$ cat src/rtl/fm_freq_demod.sv
// Polar-discriminator FM demodulator: o_data = I[n-1]*Q[n] - Q[n-1]*I[n], four register stages.
// Define FM_DEMOD_PRIME_EN to suppress the strobe of the first accept after reset.
module fm_freq_demod (
  input  logic               i_clk,
  input  logic               i_rst_n,
  input  logic [15:0]        i_I_data,
  input  logic               i_I_valid,
  input  logic [15:0]        i_Q_data,
  input  logic               i_Q_valid,
  output logic signed [33:0] o_data,
  output logic               o_valid
);

  logic               acc_q, acc_d;
  logic [15:0]        in_i_q, in_i_d;
  logic [15:0]        in_q_q, in_q_d;

  logic [15:0]        i_prev_q, i_prev_d;
  logic [15:0]        q_prev_q, q_prev_d;

  logic signed [15:0] i_s1_q, i_s1_d;
  logic signed [15:0] q_s1_q, q_s1_d;
  logic signed [16:0] di_s1_q, di_s1_d;
  logic signed [16:0] dq_s1_q, dq_s1_d;
  logic               v_s1_q, v_s1_d;

  logic signed [32:0] p1_q, p1_d;
  logic signed [32:0] p2_q, p2_d;
  logic               v_s2_q, v_s2_d;

  logic signed [33:0] o_data_q, o_data_d;
  logic               o_valid_q, o_valid_d;

`ifdef FM_DEMOD_PRIME_EN
  logic               primed_q, primed_d;
`endif

  always_comb begin
    // Capture stage: only a cycle with both valids counts as an accept.
    acc_d  = i_I_valid & i_Q_valid;
    in_i_d = acc_d ? i_I_data : in_i_q;
    in_q_d = acc_d ? i_Q_data : in_q_q;

    i_prev_d = i_prev_q;
    q_prev_d = q_prev_q;
    i_s1_d   = i_s1_q;
    q_s1_d   = q_s1_q;
    di_s1_d  = di_s1_q;
    dq_s1_d  = dq_s1_q;
    if (acc_q) begin
      i_s1_d   = $signed(in_i_q);
      q_s1_d   = $signed(in_q_q);
      di_s1_d  = $signed({in_i_q[15], in_i_q}) - $signed({i_prev_q[15], i_prev_q});
      dq_s1_d  = $signed({in_q_q[15], in_q_q}) - $signed({q_prev_q[15], q_prev_q});
      i_prev_d = in_i_q;
      q_prev_d = in_q_q;
    end

`ifdef FM_DEMOD_PRIME_EN
    primed_d = primed_q | acc_q;
    v_s1_d   = acc_q & primed_q;
`else
    v_s1_d   = acc_q;
`endif

    p1_d   = p1_q;
    p2_d   = p2_q;
    if (v_s1_q) begin
      p1_d = i_s1_q * dq_s1_q;
      p2_d = q_s1_q * di_s1_q;
    end
    v_s2_d = v_s1_q;

    o_data_d  = o_data_q;
    if (v_s2_q) begin
      o_data_d = $signed({p1_q[32], p1_q}) - $signed({p2_q[32], p2_q});
    end
    o_valid_d = v_s2_q;
  end

  always_ff @(posedge i_clk or negedge i_rst_n) begin
    if (!i_rst_n) begin
      acc_q     <= 1'b0;
      in_i_q    <= '0;
      in_q_q    <= '0;
      i_prev_q  <= '0;
      q_prev_q  <= '0;
      i_s1_q    <= '0;
      q_s1_q    <= '0;
      di_s1_q   <= '0;
      dq_s1_q   <= '0;
      v_s1_q    <= 1'b0;
      p1_q      <= '0;
      p2_q      <= '0;
      v_s2_q    <= 1'b0;
      o_data_q  <= '0;
      o_valid_q <= 1'b0;
`ifdef FM_DEMOD_PRIME_EN
      primed_q  <= 1'b0;
`endif
    end else begin
      acc_q     <= acc_d;
      in_i_q    <= in_i_d;
      in_q_q    <= in_q_d;
      i_prev_q  <= i_prev_d;
      q_prev_q  <= q_prev_d;
      i_s1_q    <= i_s1_d;
      q_s1_q    <= q_s1_d;
      di_s1_q   <= di_s1_d;
      dq_s1_q   <= dq_s1_d;
      v_s1_q    <= v_s1_d;
      p1_q      <= p1_d;
      p2_q      <= p2_d;
      v_s2_q    <= v_s2_d;
      o_data_q  <= o_data_d;
      o_valid_q <= o_valid_d;
`ifdef FM_DEMOD_PRIME_EN
      primed_q  <= primed_d;
`endif
    end
  end

  assign o_data  = o_data_q;
  assign o_valid = o_valid_q;

endmodule

$ cat config.mk
export PLATFORM = sky130hd
export DESIGN_NAME = fm_freq_demod
export DESIGN_NICKNAME = d
export VERILOG_FILES = /design/src/rtl/fm_freq_demod.sv
export SDC_FILE = /design/constraint.sdc
export NUM_CORES = 2
export LEC_CHECK = 0
export ABC_CLOCK_PERIOD_IN_PS = 13300
export CAP_MARGIN = 20
export CORE_UTILIZATION = 56
export CTS_CLUSTER_DIAMETER = 150
export CTS_CLUSTER_SIZE = 8
export DETAILED_ROUTE_END_ITERATION = 10
export GPL_ROUTABILITY_DRIVEN = 0
export PLACE_DENSITY_LB_ADDON = 0.15
export SLEW_MARGIN = 0
export SYNTH_ARGS = -nofsm -noshare
export SYNTH_HDL_FRONTEND = slang
export SYNTH_SLANG_ARGS = --single-unit
$ cat constraint.sdc
create_clock -name i_clk -period 13.3 [get_ports i_clk]
set_input_delay 1.33 -clock i_clk [delete_from_list [all_inputs] [get_ports i_clk]]
set_output_delay 1.33 -clock i_clk [all_outputs]
set_load 0.02 [all_outputs]
* Word-level counts from Yosys, hierarchy flattened
Index checks and enable logic that the tools add are counted.
** Word-level totals
- Word-level logic and storage cells :: 19
- Flip-flop bits (word level) :: 202
** Cells by class
- Bitwise gates (word level) :: 1
- Add/sub/neg operators :: 3
- Multipliers :: 2
** Operators with widths (number)
- 16-bit by 17-bit multiplier with 33-bit output :: 2
- 16-bit by 16-bit subtractor with 17-bit output :: 2
- 33-bit by 33-bit subtractor with 34-bit output :: 1
- 1-bit bitwise AND :: 1

* Depth between registers and ports, before layout
- Depth in word-level cells :: 1
- Depth in mapped cells :: 25

* Worst setup path before layout
Ideal clock, no wire load.
- Kind :: reg2reg
- Start :: register i_s1_q[1]
- End :: register p1_q[29]
- Period minus slack after synthesis :: 6171 ps
- Cell stages (with the launch flop) :: 25
- Required time :: 13175 ps
- Path buffers :: 2
- Data arrival time :: 6047 ps
- Path slack :: 7129 ps
- Cell sequence :: dfrtp_1 clkbuf_1 nand2_1 inv_1 fa_1 fa_1 inv_1 fa_1 inv_1 fa_1 fa_1 inv_1 fa_1 inv_1 ha_1 buf_2 and3_1 a221o_1 a21oi_1 nand3_1 o21ai_1 o21bai_1 a21o_1 xor2_1 mux2_2
** On the way
- Cells in the longest elaborated chain, start to end :: 1
** RTL lines
- start, declared :: line 21 : logic signed [15:0] i_s1_q, i_s1_d;
- start signal, assigned :: line 107 : i_s1_q <= i_s1_d;
- 16-bit by 17-bit multiplier with 33-bit output :: line 69 : p1_d = i_s1_q * dq_s1_q;
- end signal, assigned :: line 112 : p1_q <= p1_d;
- end, declared :: line 27 : logic signed [32:0] p1_q, p1_d;
Every way passes these cells.
A chain may end at the register's enable or synchronous reset.

* Worst setup path in the final report
- Start :: register dq_s1_q[12]
- End :: register p1_q[32]
** On the way
- Cells in the longest elaborated chain, start to end :: 1
** RTL lines
- start, declared :: line 24 : logic signed [16:0] dq_s1_q, dq_s1_d;
- start signal, assigned :: line 110 : dq_s1_q <= dq_s1_d;
- 16-bit by 17-bit multiplier with 33-bit output :: line 69
Every way passes these cells.

==> flow_summary.toml <==
[routing]
drt_drc_violations_left = 0
drt_iter0_drc = 1712
dr.pass1.iters = 5
ant_nets = 0
vias = 22500
wl_per_cell_um = 19.8
routed_wl_um = 78700
viasPerCell = 5.66

[global_routing]
grt_remaining_overflow = 0
grt_pass1_wl_um = 130000
grtUsageTotal_pct = 29.7
antenna_found_initial = 2
grt_max_degree = 81
grt_pass1_vias = 24600

[synthesis]
synth_nets = 4101
synth_top_area_share_pct = 35.9
ys_seq_area_share_pct = 16.3
yosysWarnings = 0
ys.flop_type = "dfrtp_1"
synthCells = 3277
syn_area_um2 = 31000
synth_area_leader_cell = "fa_1"
syn_avg_cell_area_um2 = 9.46
ys_types = 69
ys_ff_latch = 202
synth_edf_count = 0
async_flop_share_pct = 100
yosys-top-cells-area = "fa_1 (36%), dfrtp_1 (16%), ha_1 (9.4%)"

[flow_run]
maxCapViolCount = 0

[sta]
finalHoldViolCount = 0
min_period_ns = 6.99
post-route-period-util_pct = 52.6
setup_tns_ns = 0
relSlewSlack_pct = 40.9
finClkSkew_ns = 0.0369
rsz0062_at_grt = "no"
tightestPinTransition_ns = 0.886
drv_slew = 0
final-setup-viol-count = 0
fmax_mhz = 143

[worst_setup_path]
crit_required_ns = 13.72
critical_path_class = "register to register"
critPathMaxFanout = 17
critPathArrivalTime_ns = 7.41
worst_setup_path_start_kind = "register"
r2r_cells = 20
ff2ff_setup_slack_ns = 6.31
end_kind = "register"

[clock_network]
ctsHoldBuffers = 0
clock_latency_ns = 0.58
cts_tree = "yes"
htreeDepth = 1
numClockSinks = 202
post_cts_resized = 0
cts-root-buf = "clkbuf_16"
cts_buffer_depth = 3
cts_made_buffers = 29
clkTransAtPathRegs_ns = 0.07
post_cts_buffers = 0

[layout]
area_delta_synth_final_pct = 6.58
layout_common_cells = "inv_1 (697), fa_1 (555), nand2_1 (349)"
postLayoutCoreUtil_pct = 60.9
fill_cells = 4623
final_cell_area_um2 = 33000
layout-drive-gt1-share_pct = 5.06
layout_commonest_cell = "inv_1"
final_nets = 4102

[floorplanning]
die_height_um = 237
ios = 71
initial_core_util_pct = 57.1
rows = 85
core_area_um2 = 54200
dieArea_um2 = 56300
die_w_um = 237

[worst_hold_path]
hold_depth = 1
hp-class = "register to register"

[outcome]
status = "finished, final reports clean"

[place]
hpwlAfterDp_um = 63900
io_buffers = 70
placed_area_um2 = 32200
==> metrics by stage <==
stage               cells  hold WS, ns  setup WS [ns]
finish               3978        0.503           6.31
global route         3977        0.520           6.07
CTS                  3976        0.500           6.43
detailed placement   3942        0.496           6.47
global placement     3942        0.489           6.55
floorplan            3277        0.352           7.13
==> worst paths after layout <==
check                             endpoint   startpoint
worst min register to register   q_s1_q[0]    in_q_q[0]
worst min-delay path             q_s1_q[0]    in_q_q[0]
worst max register to register    p1_q[32]  dq_s1_q[12]
max in group asynchronous       o_data[17]      i_rst_n
min in group asynchronous       dq_s1_q[3]      i_rst_n
worst max-delay path              p1_q[32]  dq_s1_q[12]
==> cells in the mapped netlist, types with 5 or more instances <==
cell and number:
o21bai_1 8, nor2_1 133, buf_1 9, clkbuf_1 97
a211oi_1 21, o21ai_0 103, inv_1 697, ha_1 233
nand2b_1 25, o22ai_1 7, nor2b_1 23, mux2_2 99
mux2i_1 8, nand4_1 7, and2_1 227, a31oi_1 14
a21oi_1 96, o21a_1 18, o21ai_1 10, and3_1 15
a2111oi_0 5, or3_1 17, dfrtp_1 202, xor2_1 29
nand2_1 349, a21o_1 38, nor3_1 23, nand3_1 42
nand3b_1 10, xnor2_1 81, fa_1 555
==> metal layers <==
layer	wire length [um]	track usage, %	vias up
met5	0	0	-
met4	3520	12.0	0
met3	5850	4.78	171
met2	37000	49.3	873
met1	32300	38.9	11400
li1	-	-	10100
==> critical path: stages (launching register included) <==
cell	delay (ns)
dfrtp_1	0.81
nand2_1	0.20
fa_1	0.55
fa_1	0.52
fa_1	0.51
inv_1	0.05
fa_1	0.49
fa_1	0.50
inv_1	0.05
fa_1	0.51
inv_1	0.05
ha_1	0.35
nand2_1	0.11
o21ai_0	0.31
a21oi_1	0.14
o31ai_2	0.48
a221oi_2	0.16
a211oi_1	0.43
a211oi_2	0.10
xnor2_1	0.36
a21oi_1	0.12
==> cells by family (layout without fill, tap and decap cells) <==
group | Yosys count | count (layout) | synth area share [%]
buf+inv | 807 | 811 | 9.78
xor+xnor | 110 | 110 | 3.11
compound gates | 377 | 377 | 7.84
simple gates | 886 | 886 | 13.9
other cells | 0 | 1 | 0
flops | 202 | 202 | 16.3
mux | 107 | 107 | 3.86
fa+ha+maj | 788 | 788 | 45.3
==> state kept, by name, indices dropped and copies added, names as in the netlist, 16 cells and up <==
name / cells
o_data: 34
p1_q: 33
p2_q: 33
di_s1_q: 17
dq_s1_q: 17
i_s1_q: 16
in_i_q: 16
in_q_q: 16
q_s1_q: 16
==> area by class of cell <==
| class | instances | area [um2] | area share, % |
|---|---|---|---|
| flip-flops and latches | 202 | 5060 | 15.3 |
| diodes | 1 | 2.50 | 0.00758 |
| inverters | 700 | 2630 | 7.96 |
| repair buffers | 77 | 778 | 2.36 |
| multi-input cells | 2268 | 22900 | 69.3 |
| clock inverters | 1 | 30.0 | 0.0909 |
| well taps | 696 | 871 | 2.64 |
| clock buffers | 33 | 751 | 2.27 |
Power is not shown: default switching activity piles up to over one toggle a cycle in this logic, so the estimate is an artifact.
